## src/rtl/fir_pkg.sv

```systemverilog
// rtl/fir_pkg.sv - shared types, constants and parameter legality check for the FIR output stage
// Contents:
//   round_mode_e : rounding mode applied before requantisation
//   DROP_CNT_W   : width of the FIFO overflow drop counter
//   params_ok()  : elaboration-time legality check of the requantiser parameter set
package fir_pkg;

    typedef enum logic {
        RND_TRUNC   = 1'b0,
        RND_HALF_UP = 1'b1
    } round_mode_e;

    localparam int DROP_CNT_W = 8;

    function automatic bit params_ok(
        input int in_width,
        input int out_width,
        input int shift,
        input int decim,
        input int round_mode,
        input int fifo_depth
    );
        return (shift >= 1)
            && (in_width - shift >= out_width)
            && (decim >= 1)
            && (round_mode == 0 || round_mode == 1)
            && (fifo_depth >= 2)
            && ((fifo_depth & (fifo_depth - 1)) == 0);
    endfunction

endpackage

```

## src/rtl/fir_sync_fifo.sv

```systemverilog
// rtl/fir_sync_fifo.sv - generic synchronous FIFO, power-of-two depth
// Ports:
//   clk, rst     : clock, synchronous active-high reset (empties the FIFO)
//   push, wdata  : write request and data; accepted when not full, or when full with a pop in the same cycle
//   full         : no free entry
//   pop          : read request; ignored when empty
//   rdata, empty : head entry (only meaningful when !empty), FIFO empty
module fir_sync_fifo #(
    parameter int WIDTH = 16,
    parameter int DEPTH = 4
) (
    input  logic             clk,
    input  logic             rst,
    input  logic             push,
    input  logic [WIDTH-1:0] wdata,
    output logic             full,
    input  logic             pop,
    output logic [WIDTH-1:0] rdata,
    output logic             empty
);

    localparam int AW = $clog2(DEPTH);

    logic [WIDTH-1:0] mem [DEPTH];
    logic [AW-1:0]    wr_ptr;
    logic [AW-1:0]    rd_ptr;
    logic [AW:0]      count;
    logic             do_push;
    logic             do_pop;

    assign empty   = (count == '0);
    assign full    = (count == (AW+1)'(DEPTH));
    assign do_pop  = pop && !empty;
    // A pop in the same cycle frees the slot, so a full FIFO can still take a push.
    assign do_push = push && (!full || do_pop);
    assign rdata   = mem[rd_ptr];

    always_ff @(posedge clk) begin
        if (do_push) begin
            mem[wr_ptr] <= wdata;
        end
    end

    always_ff @(posedge clk) begin
        if (rst) begin
            wr_ptr <= '0;
            rd_ptr <= '0;
            count  <= '0;
        end else begin
            if (do_push) begin
                wr_ptr <= wr_ptr + AW'(1);
            end
            if (do_pop) begin
                rd_ptr <= rd_ptr + AW'(1);
            end
            case ({do_push, do_pop})
                2'b10:   count <= count + (AW+1)'(1);
                2'b01:   count <= count - (AW+1)'(1);
                default: count <= count;
            endcase
        end
    end

endmodule

```

## src/rtl/fir_out_requant_decim.sv

```systemverilog
// rtl/fir_out_requant_decim.sv - FIR output decimator, round/saturate requantiser and output FIFO
// Ports:
//   clk, rst          : clock, synchronous active-high reset
//   valid_in, din     : full-width signed FIR output stream (no backpressure)
//   clr_flags         : synchronous clear of sat_flag and drop_cnt
//   valid_out, dout   : FIFO head; dout holds its last value while empty
//   ready_out         : consumer accept; pop when valid_out && ready_out
//   sat_flag          : sticky, set when a kept sample was clamped
//   drop_cnt          : samples lost on a full FIFO, saturating
module fir_out_requant_decim
    import fir_pkg::*;
#(
    parameter int IN_WIDTH   = 26,
    parameter int OUT_WIDTH  = 16,
    parameter int SHIFT      = 10,
    parameter int DECIM      = 4,
    parameter int ROUND_MODE = 1,
    parameter int FIFO_DEPTH = 4
) (
    input  logic                         clk,
    input  logic                         rst,
    input  logic                         valid_in,
    input  logic signed [IN_WIDTH-1:0]   din,
    input  logic                         clr_flags,
    output logic                         valid_out,
    output logic signed [OUT_WIDTH-1:0]  dout,
    input  logic                         ready_out,
    output logic                         sat_flag,
    output logic [DROP_CNT_W-1:0]        drop_cnt
);

    if (!params_ok(IN_WIDTH, OUT_WIDTH, SHIFT, DECIM, ROUND_MODE, FIFO_DEPTH)) begin : g_param_err
        $error("fir_out_requant_decim: illegal parameter set");
    end

    localparam int          PW    = (DECIM > 1) ? $clog2(DECIM) : 1;
    localparam int          W1    = IN_WIDTH + 1 - SHIFT;
    localparam round_mode_e RMODE = round_mode_e'(ROUND_MODE[0]);

    localparam logic signed [IN_WIDTH:0] RND_BIAS = (IN_WIDTH+1)'(1) << (SHIFT - 1);
    localparam logic signed [W1-1:0] SAT_MAX = {{(W1-OUT_WIDTH+1){1'b0}}, {(OUT_WIDTH-1){1'b1}}};
    localparam logic signed [W1-1:0] SAT_MIN = {{(W1-OUT_WIDTH+1){1'b1}}, {(OUT_WIDTH-1){1'b0}}};

    // Decimation phase
    logic [PW-1:0] phase;
    logic          keep;

    assign keep = valid_in && (phase == '0);

    always_ff @(posedge clk) begin
        if (rst) begin
            phase <= '0;
        end else if (valid_in) begin
            phase <= (phase == PW'(DECIM - 1)) ? '0 : phase + PW'(1);
        end
    end

    // Stage 1: bias then drop SHIFT LSBs; one guard bit keeps the bias add from overflowing
    logic signed [IN_WIDTH:0] ext;
    logic signed [IN_WIDTH:0] biased;
    logic                     unused_lsbs;
    logic                     s1_valid;
    logic signed [W1-1:0]     s1_data;

    always_comb begin
        ext    = {din[IN_WIDTH-1], din};
        biased = (RMODE == RND_HALF_UP) ? ext + RND_BIAS : ext;
    end

    // Taking the upper bits of the biased value is the arithmetic right shift.
    assign unused_lsbs = ^biased[SHIFT-1:0];

    always_ff @(posedge clk) begin
        if (rst) begin
            s1_valid <= 1'b0;
            s1_data  <= '0;
        end else begin
            s1_valid <= keep;
            s1_data  <= biased[IN_WIDTH:SHIFT];
        end
    end

    // Stage 2: clamp to the signed OUT_WIDTH range
    logic                 clamp_hi;
    logic                 clamp_lo;
    logic [OUT_WIDTH-1:0] clamped;
    logic                 sat_evt;
    logic                 s2_valid;
    logic [OUT_WIDTH-1:0] s2_data;

    always_comb begin
        clamp_hi = (s1_data > SAT_MAX);
        clamp_lo = (s1_data < SAT_MIN);
        clamped  = s1_data[OUT_WIDTH-1:0];
        if (clamp_hi) begin
            clamped = SAT_MAX[OUT_WIDTH-1:0];
        end else if (clamp_lo) begin
            clamped = SAT_MIN[OUT_WIDTH-1:0];
        end
    end

    assign sat_evt = s1_valid && (clamp_hi || clamp_lo);

    always_ff @(posedge clk) begin
        if (rst) begin
            s2_valid <= 1'b0;
            s2_data  <= '0;
        end else begin
            s2_valid <= s1_valid;
            s2_data  <= clamped;
        end
    end

    // Output FIFO
    logic                 fifo_full;
    logic                 fifo_empty;
    logic [OUT_WIDTH-1:0] fifo_head;
    logic                 pop;
    logic                 drop_evt;
    logic [OUT_WIDTH-1:0] last_q;

    assign valid_out = !fifo_empty;
    assign pop       = valid_out && ready_out;
    assign drop_evt  = s2_valid && fifo_full && !pop;
    // Once drained, dout keeps showing the most recently popped sample.
    assign dout      = fifo_empty ? last_q : fifo_head;

    fir_sync_fifo #(
        .WIDTH (OUT_WIDTH),
        .DEPTH (FIFO_DEPTH)
    ) u_fifo (
        .clk   (clk),
        .rst   (rst),
        .push  (s2_valid),
        .wdata (s2_data),
        .full  (fifo_full),
        .pop   (pop),
        .rdata (fifo_head),
        .empty (fifo_empty)
    );

    always_ff @(posedge clk) begin
        if (rst) begin
            last_q <= '0;
        end else if (pop) begin
            last_q <= fifo_head;
        end
    end

    // Status flags: a new event in the same cycle as clr_flags takes precedence
    always_ff @(posedge clk) begin
        if (rst) begin
            sat_flag <= 1'b0;
            drop_cnt <= '0;
        end else begin
            if (sat_evt) begin
                sat_flag <= 1'b1;
            end else if (clr_flags) begin
                sat_flag <= 1'b0;
            end

            if (drop_evt) begin
                if (clr_flags) begin
                    drop_cnt <= DROP_CNT_W'(1);
                end else if (drop_cnt != '1) begin
                    drop_cnt <= drop_cnt + DROP_CNT_W'(1);
                end
            end else if (clr_flags) begin
                drop_cnt <= '0;
            end
        end
    end

endmodule

```

## config.mk

```make
export PLATFORM = sky130hd
export DESIGN_NAME = fir_out_requant_decim
export DESIGN_NICKNAME = d
export VERILOG_FILES = /design/src/rtl/fir_pkg.sv /design/src/rtl/fir_sync_fifo.sv /design/src/rtl/fir_out_requant_decim.sv
export SDC_FILE = /design/constraint.sdc
export NUM_CORES = 1
export LEC_CHECK = 0
export ABC_AREA = 1
export CAP_MARGIN = 30
export CORE_ASPECT_RATIO = 0.8
export CORE_MARGIN = 4
export CORE_UTILIZATION = 30
export DETAILED_ROUTE_END_ITERATION = 8
export PLACE_DENSITY = 0.6
export SYNTH_ARGS = -nofsm -noshare
export SYNTH_HDL_FRONTEND = slang
export SYNTH_SLANG_ARGS = --single-unit
```

## constraint.sdc

```tcl
create_clock -name clk -period 2 [get_ports clk]
set_input_delay 0.4 -clock clk [delete_from_list [all_inputs] [get_ports clk]]
set_output_delay 0.4 -clock clk [all_outputs]
set_load 0.1 [all_outputs]
```

==> results of run 1 <==
[worst max-delay path: stages (launching register included)]
cell     delay, ns
dfxtp_2       0.32
buf_12        0.14
inv_8         0.06
buf_8         0.11
o21ai_1       0.06
o22a_2        0.27
a21oi_4       0.16
buf_12        0.19
[sequential cells by signal, summed over array words and instances (netlist names), named ones only]
| register | flops |
|---|---|
| u_fifo.mem | 64 |
| s1_data | 17 |
| last_q | 16 |
| s2_data | 16 |
| drop_cnt | 8 |
| u_fifo.count | 3 |
| phase | 2 |
| u_fifo.rd_ptr | 2 |
| u_fifo.wr_ptr | 2 |
| s1_valid | 1 |
| s2_valid | 1 |
| sat_flag | 1 |
[power groups by stage]
stage / Combinational [mW] / Sequential [mW] / Clock, mW
final: 5.73 / 3.25 / 2.97
after CTS: 5.61 / 3.24 / 3.04
after global routing: 5.98 / 3.28 / 3.18
after detailed placement: 5.47 / 3.28 / 0
after floorplan: 3.70 / 3.25 / 0
after global placement: 5.42 / 3.27 / 0
[final cells by class]
type,count,area [um2]
clock buffer,24,513
fill,1645,10200
tap,225,282
sequential,135,3350
timing repair buffer,80,1020
clock inverter,7,65.1
multi-input combinational,370,2070
inverter,47,191
[layer usage]
| metal | track usage | up-vias |
|---|---|---|
| met4 | 0.0449 | 0 |
| met5 | 0 | - |
| met2 | 0.185 | 112 |
| met1 | 0.172 | 1949 |
| met3 | 0.0378 | 10 |
| li1 | - | 2113 |
[what timing repair did]
action / in CTS / in global routing
setup endpoints to repair: 16 / 17
resized for setup: 26 / 21
gates cloned: 3 / 1
buffers inserted: 6 / 2
pin swaps: 8 / 8
[metrics by stage]
step	std cells	total power, mW	hold slack, ns
floorplan	572	6.96	0.397
global placement	845	8.69	0.430
detailed placement	845	8.75	0.427
CTS	885	11.9	0.441
global route	888	12.4	0.463
finish	888	12.0	0.438
[cells by family (layout without fill, tap and decap cells)]
kind of cell               after synthesis  after routing  synth area share
and+or+nand+nor                        213            213             0.164
DFF                                    135            135             0.609
AOI/OAI and AO/OA                      144            144             0.146
buffers and inverters                   67            158            0.0522
xor gates and xnor gates                 3              3           0.00478
adders and majority gates               10             10            0.0241
[path summary, 6_finish.rpt]
| kind | startpoint | endpoint | slack (ns) | cells past startpoint |
|---|---|---|---|---|
| worst min register to register | s1_data[8]$_SDFF_PP0_ | s2_data[8]$_SDFF_PP0_ | 0.44 | 2 |
| worst max-delay path | flop | dout[15] | -0.12 | 7 |
| worst max register to register | u_fifo.count[1]$_SDFFE_PP0P_ | u_fifo.count[2]$_SDFFE_PP0P_ | 0.14 | 11 |
| worst min-delay path | s1_data[8]$_SDFF_PP0_ | s2_data[8]$_SDFF_PP0_ | 0.44 | 2 |
[cells in the final DEF, fill, tap and decap left out, types with 15 or more instances in the layout]
cell and count:
nor2_1 109, dfxtp_1 64, edfxtp_1 64, nand2_1 52
o21ai_1 43, a21oi_1 43, inv_1 40, buf_4 28
buf_12 24, clkdlybuf4s50_1 21, o21ai_0 19, clkbuf_16 19
nand3_1 18, a21oi_4 15
==> flow_summary.json, run 1 <==
{
  "status": "finished, violations left",
  "violations": "setup timing",
  "syn-instance-count": 572,
  "yosysWarnings": 0,
  "synth-seq-cells": 135,
  "antenna_left": 0,
  "synth.avg_cell_area_um2": 9.60,
  "setup_ws_ns": -0.120,
  "p_leak_nw": 2.80,
  "numPortBuffers": 47,
  "clockPowerShare": 0.249,
  "n_antenna_cell": 0,
  "wire_per_inst_um": 14.1,
  "max_freq_mhz": 472,
  "clk_path_buf_depth": 2,
  "yosysUniqueCellTypes": 34,
  "cts_hold_buf": 0,
  "grt_pass1_vias": 4006,
  "power_density_nw_per_um2": 1600,
  "area_delta_synth_final_pct": 36.4,
  "critPathRequiredTime_ns": 1.60,
  "seq_power_share": 0.272,
  "met2WireLength_um": 5240,
  "postLayoutCoreUtil": 0.424,
  "overflow": 0,
  "wl_um": 12500,
  "layout-drive-gt1-share": 0.223,
  "grt_max_degree": 37,
  "hold_viol": 0,
  "synth.most_common_cell": "nor2_1",
  "synthTopCellsByArea": "edfxtp_1 35%, dfxtp_1 26%, nor2_1 7.9%",
  "place_congestion": 0.822,
  "rsz0062_at_grt": "yes",
  "ir_worst_vdd_v": 0.00109,
  "cts_tree": "built",
  "clk_pin_slew_ns": 0.05,
  "viasPerCell": 4.71,
  "pin_count": 57,
  "fin_area_um2": 7490,
  "vias": 4184,
  "place_ws_ns": -0.330,
  "cap_violations": 0,
  "synth_area_um2": 5490,
  "cts_buffers": 17,
  "grt_usage": 0.124,
  "synth_edf_count": 64,
  "syn_nets": 613,
  "synth.largest_area_cell": "edfxtp_1",
  "slew_headroom": 0.609,
  "clock_latency_ns": 0.41,
  "cts_root_buf": "clkbuf_16",
  "slew_viol_final": 0,
  "drcViolationCount": 0,
  "synth_top_flop_cell": "dfxtp_1",
  "ys_seq_area_frac": 0.609,
  "cts_max_level": 4,
  "switchingPower_mw": 4.94,
  "drt_iter0_markers": 249,
  "nNetsFinal": 692,
  "start_util": 0.311,
  "first_pass_iters": 4,
  "crit_fanout": 8,
  "crit_type": "reg2out",
  "grt_pass1_wl_um": 20300,
  "clock_skew_ns": 0.0129,
  "worstSetupEndpointType": "primary output",
  "hp-class": "reg2reg",
  "period_needed_ns": 2.12,
  "fin_tns_setup_ns": -1.61,
  "antenna_found_initial": 0,
  "synth_top_area_share": 0.350,
  "core_area_um2": 17600,
  "setup_viol_count_final": 16,
  "rows": 43,
  "clkSinkCount": 135,
  "ys_top_cells_by_count": "115 x nor2_1, 71 x dfxtp_1, 64 x edfxtp_1",
  "wl_met3_um": 817,
  "worstMarginPinSlew_ns": 0.586,
  "async_flop_share": 0,
  "p_int_mw": 7.02,
  "die_h_um": 129,
  "placed_area_um2": 6690,
  "post-route-period-util": 1.06,
  "hpwl_um": 8310,
  "die_w_um": 159,
  "wl_met1_um": 6300,
  "startpoint_type": "flop",
  "combPwrFrac": 0.479,
  "die_area_um2": 20600,
  "p_sw_frac": 0.413,
  "worstPathArrival_ns": 1.72,
  "routed.top_layer": "met4"
}
Note: power is estimated with default switching activity, not from simulation.
==> run 2: changes to the inputs <==
--- a/config.mk
+++ b/config.mk
@@ -8,10 +8,11 @@
 export ABC_AREA = 1
 export CAP_MARGIN = 30
 export CORE_ASPECT_RATIO = 0.8
-export CORE_MARGIN = 4
+export CORE_MARGIN = 8
 export CORE_UTILIZATION = 30
 export DETAILED_ROUTE_END_ITERATION = 8
 export PLACE_DENSITY = 0.6
+export SETUP_SLACK_MARGIN = 0.3
 export SYNTH_ARGS = -nofsm -noshare
 export SYNTH_HDL_FRONTEND = slang
 export SYNTH_SLANG_ARGS = --single-unit
==> run 2 against run 1 <==
Net effect:
- the run still ends with setup timing left
- sequential cell count is the same
- highest routed layer unchanged
- sequential share of layout area shrank 1.1 points
- fmax shrank 0.57%
- total power grew 6.2%
- largest power group unchanged
- utilization grew 0.26 points
- clock-buffer cell count shrank 6
- via count shrank 0.33%
- largest cell class unchanged
- die area grew 12%
- clock skew shrank 0.0076 ns
==> flow_summary.json, run 2 (synthesized netlist as in run 1, its figures left out) <==
{
  "finalPower_mw": 12.7,
  "period_needed_ns": 2.13,
  "clock_skew_ns": 0.00528,
  "overflow": 0,
  "area_delta_synth_final_pct": 40.4,
  "rsz0062_at_grt": "yes",
  "n_antenna_cell": 0,
  "grt_usage": 0.111,
  "pin_count": 57,
  "worstSetupEndpointType": "primary output",
  "slew_headroom": 0.643,
  "post-route-period-util": 1.07,
  "largest_register": "u_fifo.mem",
  "drt_iter0_markers": 262,
  "seq_area_um2": 3370,
  "fin_area_um2": 7710,
  "worstMarginPinSlew_ns": 0.536,
  "status": "finished, violations left",
  "multi_input_area_um2": 2200,
  "grt_pass1_vias": 4016,
  "wl_um": 12600,
  "start_util": 0.304,
  "wire_per_inst_um": 14.0,
  "clock_latency_ns": 0.41,
  "core_area_um2": 18100,
  "clkSinkCount": 135,
  "p_leak_nw": 2.86,
  "viasPerCell": 4.64,
  "cts_tree": "built",
  "top_regs": "u_fifo.mem x64, s1_data x17",
  "ir_worst_vdd_v": 0.00106,
  "die_h_um": 137,
  "rows": 44,
  "place_ws_ns": -0.242,
  "first_pass_iters": 4,
  "cts_root_buf": "clkbuf_16",
  "hold_viol": 0,
  "clk_pin_slew_ns": 0.06,
  "postLayoutCoreUtil": 0.427,
  "die_w_um": 167,
  "fillCellCount": 1702,
  "nNetsFinal": 697,
  "setup_viol_count_final": 16,
  "crit_fanout": 14,
  "die_area_um2": 22900,
  "startpoint_type": "flop",
  "cts_buffers": 17,
  "slew_viol_final": 0,
  "placed_area_um2": 6730,
  "drcViolationCount": 0,
  "layout-drive-gt1-share": 0.259,
  "holdWs_ns": 0.424,
  "vias": 4170,
  "antenna_found_initial": 0,
  "clk_path_buf_depth": 2,
  "antenna_left": 0,
  "final_common_cell": "nor2_1",
  "slowest_delay_ns": 0.42,
  "grt_pass1_wl_um": 20100,
  "hp-class": "reg2reg",
  "numPortBuffers": 47,
  "setup_ws_ns": -0.132,
  "hpwl_um": 8460,
  "critPathRequiredTime_ns": 1.60,
  "crit_type": "reg2out",
  "mostFrequentLayoutCells": "102 x nor2_1, 64 x edfxtp_1, 59 x dfxtp_1, 50 x nand2_1, 45 x o21ai_1",
  "cap_violations": 0,
  "crit_slowest_cell": "dfxtp_4",
  "worstPathArrival_ns": 1.73,
  "grt_max_degree": 37,
  "max_freq_mhz": 469,
  "cts_max_level": 4,
  "cts_hold_buf": 0,
  "power_density_nw_per_um2": 1650,
  "largest_reg_flops": 64,
  "path_cells": "buf_8 > o21ai_1 > o22a_2 > a21oi_4 > buf_12",
  "place_congestion": 0.888,
  "violations": "setup timing"
}
-- run 2: power by group --
| group | switching [mW] | internal (mW) |
|---|---|---|
| Clock | 1.12 | 2.07 |
| Sequential | 0.164 | 3.11 |
| Combinational | 3.91 | 2.31 |
-- run 2: repair_timing --
action	CTS	global route
setup buffers	9	4
cloned	2	1
endpoints found under the setup margin	18	33
gates resized for setup	43	26
hold endpoints to repair	0	0
pin swaps	14	6
-- run 2: worst paths after layout --
check	slack (ns)	endpoint	cells past startpoint	startpoint
hold reg to reg	0.42	s2_valid$_SDFF_PP0_	2	s1_valid$_SDFF_PP0_
setup reg to reg	0	u_fifo.count[2]$_SDFFE_PP0P_	11	u_fifo.count[1]$_SDFFE_PP0P_
hold / removal	0.42	s2_valid$_SDFF_PP0_	2	s1_valid$_SDFF_PP0_
setup / recovery	-0.13	dout[2]	5	flop
-- run 2: metrics by stage --
step	TNS (ns)	cells
global placement	-0.162	851
detailed placement	-0.317	851
finish	-1.63	899
floorplan	0	572
CTS	-2.11	894
global route	-2.92	899
-- run 2: worst max-delay path, delay by kind of cell, from the launching register on --
kind,cells,cell delay (ns)
flip-flops,1,0.42
AO/OA/AOI/OAI,3,0.53
buffers and inverters,2,0.35
-- run 2: cell type report --
class / count / share of cell area
Multi-Input combinational cell: 372 / 0.285
Tap cell: 230 / 0.0373
Sequential cell: 135 / 0.437
Inverter: 47 / 0.0252
Timing Repair Buffer: 83 / 0.137
Clock buffer: 18 / 0.0557
Clock inverter: 14 / 0.0235
-- run 2: metal layers --
metal,routed length [um],track usage,up-vias
met5,0,0,-
met4,148,0.0430,0
met3,646,0.0395,11
met2,5530,0.168,94
met1,6240,0.144,1941
li1,-,-,2124
==> run 3: changes to the inputs <==
--- a/config.mk
+++ b/config.mk
@@ -5,7 +5,6 @@
 export SDC_FILE = /design/constraint.sdc
 export NUM_CORES = 1
 export LEC_CHECK = 0
-export ABC_AREA = 1
 export CAP_MARGIN = 30
 export CORE_ASPECT_RATIO = 0.8
 export CORE_MARGIN = 8
==> run 3 against run 2 <==
Net effect:
- the run still ends with setup timing left
- largest cell class unchanged
- highest routed layer unchanged
- critical path type unchanged
- critical path depth shrank 1
- routed wire length shrank 11%
- largest power group is now clock
- worst setup slack lost 0.21 ns
- worst hold slack gained 0.047 ns
==> flow_summary.json, run 3 <==
{
  "yosysWarnings": 0,
  "numPortBuffers": 47,
  "setup_ws_ns": -0.347,
  "core_area_um2": 17900,
  "layout-drive-gt1-share": 0.316,
  "cap_violations": 0,
  "synthTopCellsByArea": "edfxtp_1 36%, dfxtp_1 26%, mux4_2 6.7%",
  "synth_mux_area_frac": 0.106,
  "max_freq_mhz": 426,
  "nNetsFinal": 562,
  "status": "finished, violations left",
  "grt_usage": 0.101,
  "wl_um": 11200,
  "largest_reg_flops": 64,
  "ir_worst_vdd_v": 0.000533,
  "fin_tns_setup_ns": -5.30,
  "vias": 3485,
  "power_density_nw_per_um2": 1190,
  "die_area_um2": 22600,
  "synth.most_common_cell": "nor2_1",
  "first_pass_iters": 4,
  "seq_area_um2": 3360,
  "crit_fanout": 8,
  "clock_latency_ns": 0.40,
  "area_delta_synth_final_pct": 38.6,
  "synth.avg_cell_area_um2": 12.6,
  "critPathRequiredTime_ns": 1.60,
  "startpoint_type": "flop",
  "cts_buffers": 17,
  "cts_hold_buf": 0,
  "period_needed_ns": 2.35,
  "grt_pass1_vias": 3477,
  "ys_top_cells_by_count": "78 x nor2_1, 71 x dfxtp_1, 64 x edfxtp_1",
  "hp-class": "reg2reg",
  "cts_max_level": 4,
  "rows": 44,
  "die_h_um": 136,
  "grt_max_degree": 32,
  "clock_skew_ns": 0.00530,
  "mostFrequentLayoutCells": "76 x nor2_1, 64 x edfxtp_1, 60 x dfxtp_1, 41 x buf_4, 25 x buf_12",
  "placedCellCount": 722,
  "n_antenna_cell": 0,
  "yosys.area_share.simple": 0.122,
  "synth_top_flop_cell": "dfxtp_1",
  "drcViolationCount": 0,
  "syn-instance-count": 428,
  "grt_pass1_wl_um": 17900,
  "postLayoutCoreUtil": 0.419,
  "synth_fa_ha_area_frac": 0.0245,
  "post-route-period-util": 1.17,
  "top_regs": "u_fifo.mem x64, s1_data x17",
  "place_congestion": 0.784,
  "cts_tree": "built",
  "worstMarginPinSlew_ns": 0.571,
  "synth-seq-cells": 135,
  "pin_count": 57,
  "synth_top_family_by_area": "simple AND/OR/NAND/NOR gates",
  "slew_viol_final": 0,
  "clkSinkCount": 135,
  "synthXorXnorAreaFrac": 0.0292,
  "final_cells": 764,
  "synth_edf_count": 64,
  "synth_area_um2": 5410,
  "viasPerCell": 4.56,
  "crit_type": "reg2out",
  "multi_input_area_um2": 2080,
  "yosysUniqueCellTypes": 46,
  "rsz0062_at_grt": "yes",
  "antenna_left": 0,
  "final_common_cell": "nor2_1",
  "setup_viol_count_final": 19,
  "antenna_found_initial": 0,
  "worstSetupEndpointType": "primary output",
  "cts_root_buf": "clkbuf_16",
  "hold_viol": 0,
  "die_w_um": 166,
  "hpwl_um": 7500,
  "async_flop_share": 0,
  "fillCellCount": 1606,
  "p_leak_nw": 2.79,
  "clk_pin_slew_ns": 0.05,
  "syn_nets": 469,
  "synth-compound-area-share": 0.0741,
  "wire_per_inst_um": 14.6,
  "largest_register": "u_fifo.mem",
  "slew_headroom": 0.619,
  "r2r_slack_ns": -0.20,
  "overflow": 0,
  "synth.largest_area_cell": "edfxtp_1",
  "worstPathArrival_ns": 1.95,
  "drt_iter0_markers": 180,
  "clk_path_buf_depth": 2,
  "synth_top_area_share": 0.355,
  "ys_seq_area_frac": 0.618,
  "violations": "setup timing",
  "start_util": 0.302
}
run 3: cell count changes after synthesis, sizes merged, moves of 17 or more:
cell,before,now
a21oi,61,24
a22o,0,17
inv,47,13
nand2,55,9
nor2,120,79
o21ai,63,4
run 3: per-stage QoR:
step / setup WS (ns) / area [um2] / power, mW / hold WS (ns)
3_3_place_gp: -0.733 / 6700 / 5.64 / 0.449
4_1_cts: -0.365 / 7420 / 9.01 / 0.467
2_1_floorplan: -0.345 / 5550 / 4.88 / 0.438
5_1_grt: -0.408 / 7490 / 9.24 / 0.492
6_report: -0.347 / 7490 / 8.93 / 0.472
3_5_place_dp: -0.783 / 6700 / 5.67 / 0.454
run 3: timing repair:
item,in CTS,in global routing
gates resized for setup,14,10
endpoints found under the setup margin,102,43
gates cloned,2,0
pin swaps,14,12
setup buffers,4,4
run 3: per-layer routing:
metal | up-vias | track usage | share of wire
met1 | 1641 | 0.131 | 0.51
met2 | 75 | 0.154 | 0.42
met5 | - | 0 | 0
met3 | 11 | 0.0374 | 0.051
met4 | 0 | 0.0322 | 0.012
li1 | 1758 | - | -
run 3: where the power goes:
| group | internal [mW] | switching (mW) | leakage, nW | total (mW) |
|---|---|---|---|---|
| logic | 1.11 | 1.49 | 1.31 | 2.60 |
| clock network | 2.10 | 1.12 | 0.308 | 3.22 |
| registers | 3.03 | 0.0865 | 1.18 | 3.11 |
run 3: area by class of cell:
cell class,count,area share
sequential,135,0.449
multi-input combinational,261,0.278
timing repair buffer,93,0.145
clock buffer,21,0.0643
tap,230,0.0384
clock inverter,11,0.0192
inverter,13,0.00651
run 3: cells by family after synthesis:
logic type	count (synthesis)
compound gates	60
xor+xnor	18
fa+ha+maj	10
buf+inv	34
flops	135
mux	35
simple gates	136
run 3: final timing paths:
check,cells past startpoint,start,to
hold / removal,0,s2_data[14]$_SDFF_PP0_,u_fifo.mem[0][14]$_DFFE_PP_
setup / recovery,4,flop,dout[0]
setup reg to reg,9,u_fifo.count[0]$_SDFFE_PP0P_,u_fifo.count[2]$_SDFFE_PP0P_
hold reg to reg,0,s2_data[14]$_SDFF_PP0_,u_fifo.mem[0][14]$_DFFE_PP_
run 3: critical path, stage by stage (launching register included):
cell and delay (ns):
dfxtp_4 0.37, buf_12 0.15, mux4_2 0.56, mux2_4 0.30, buf_12 0.17
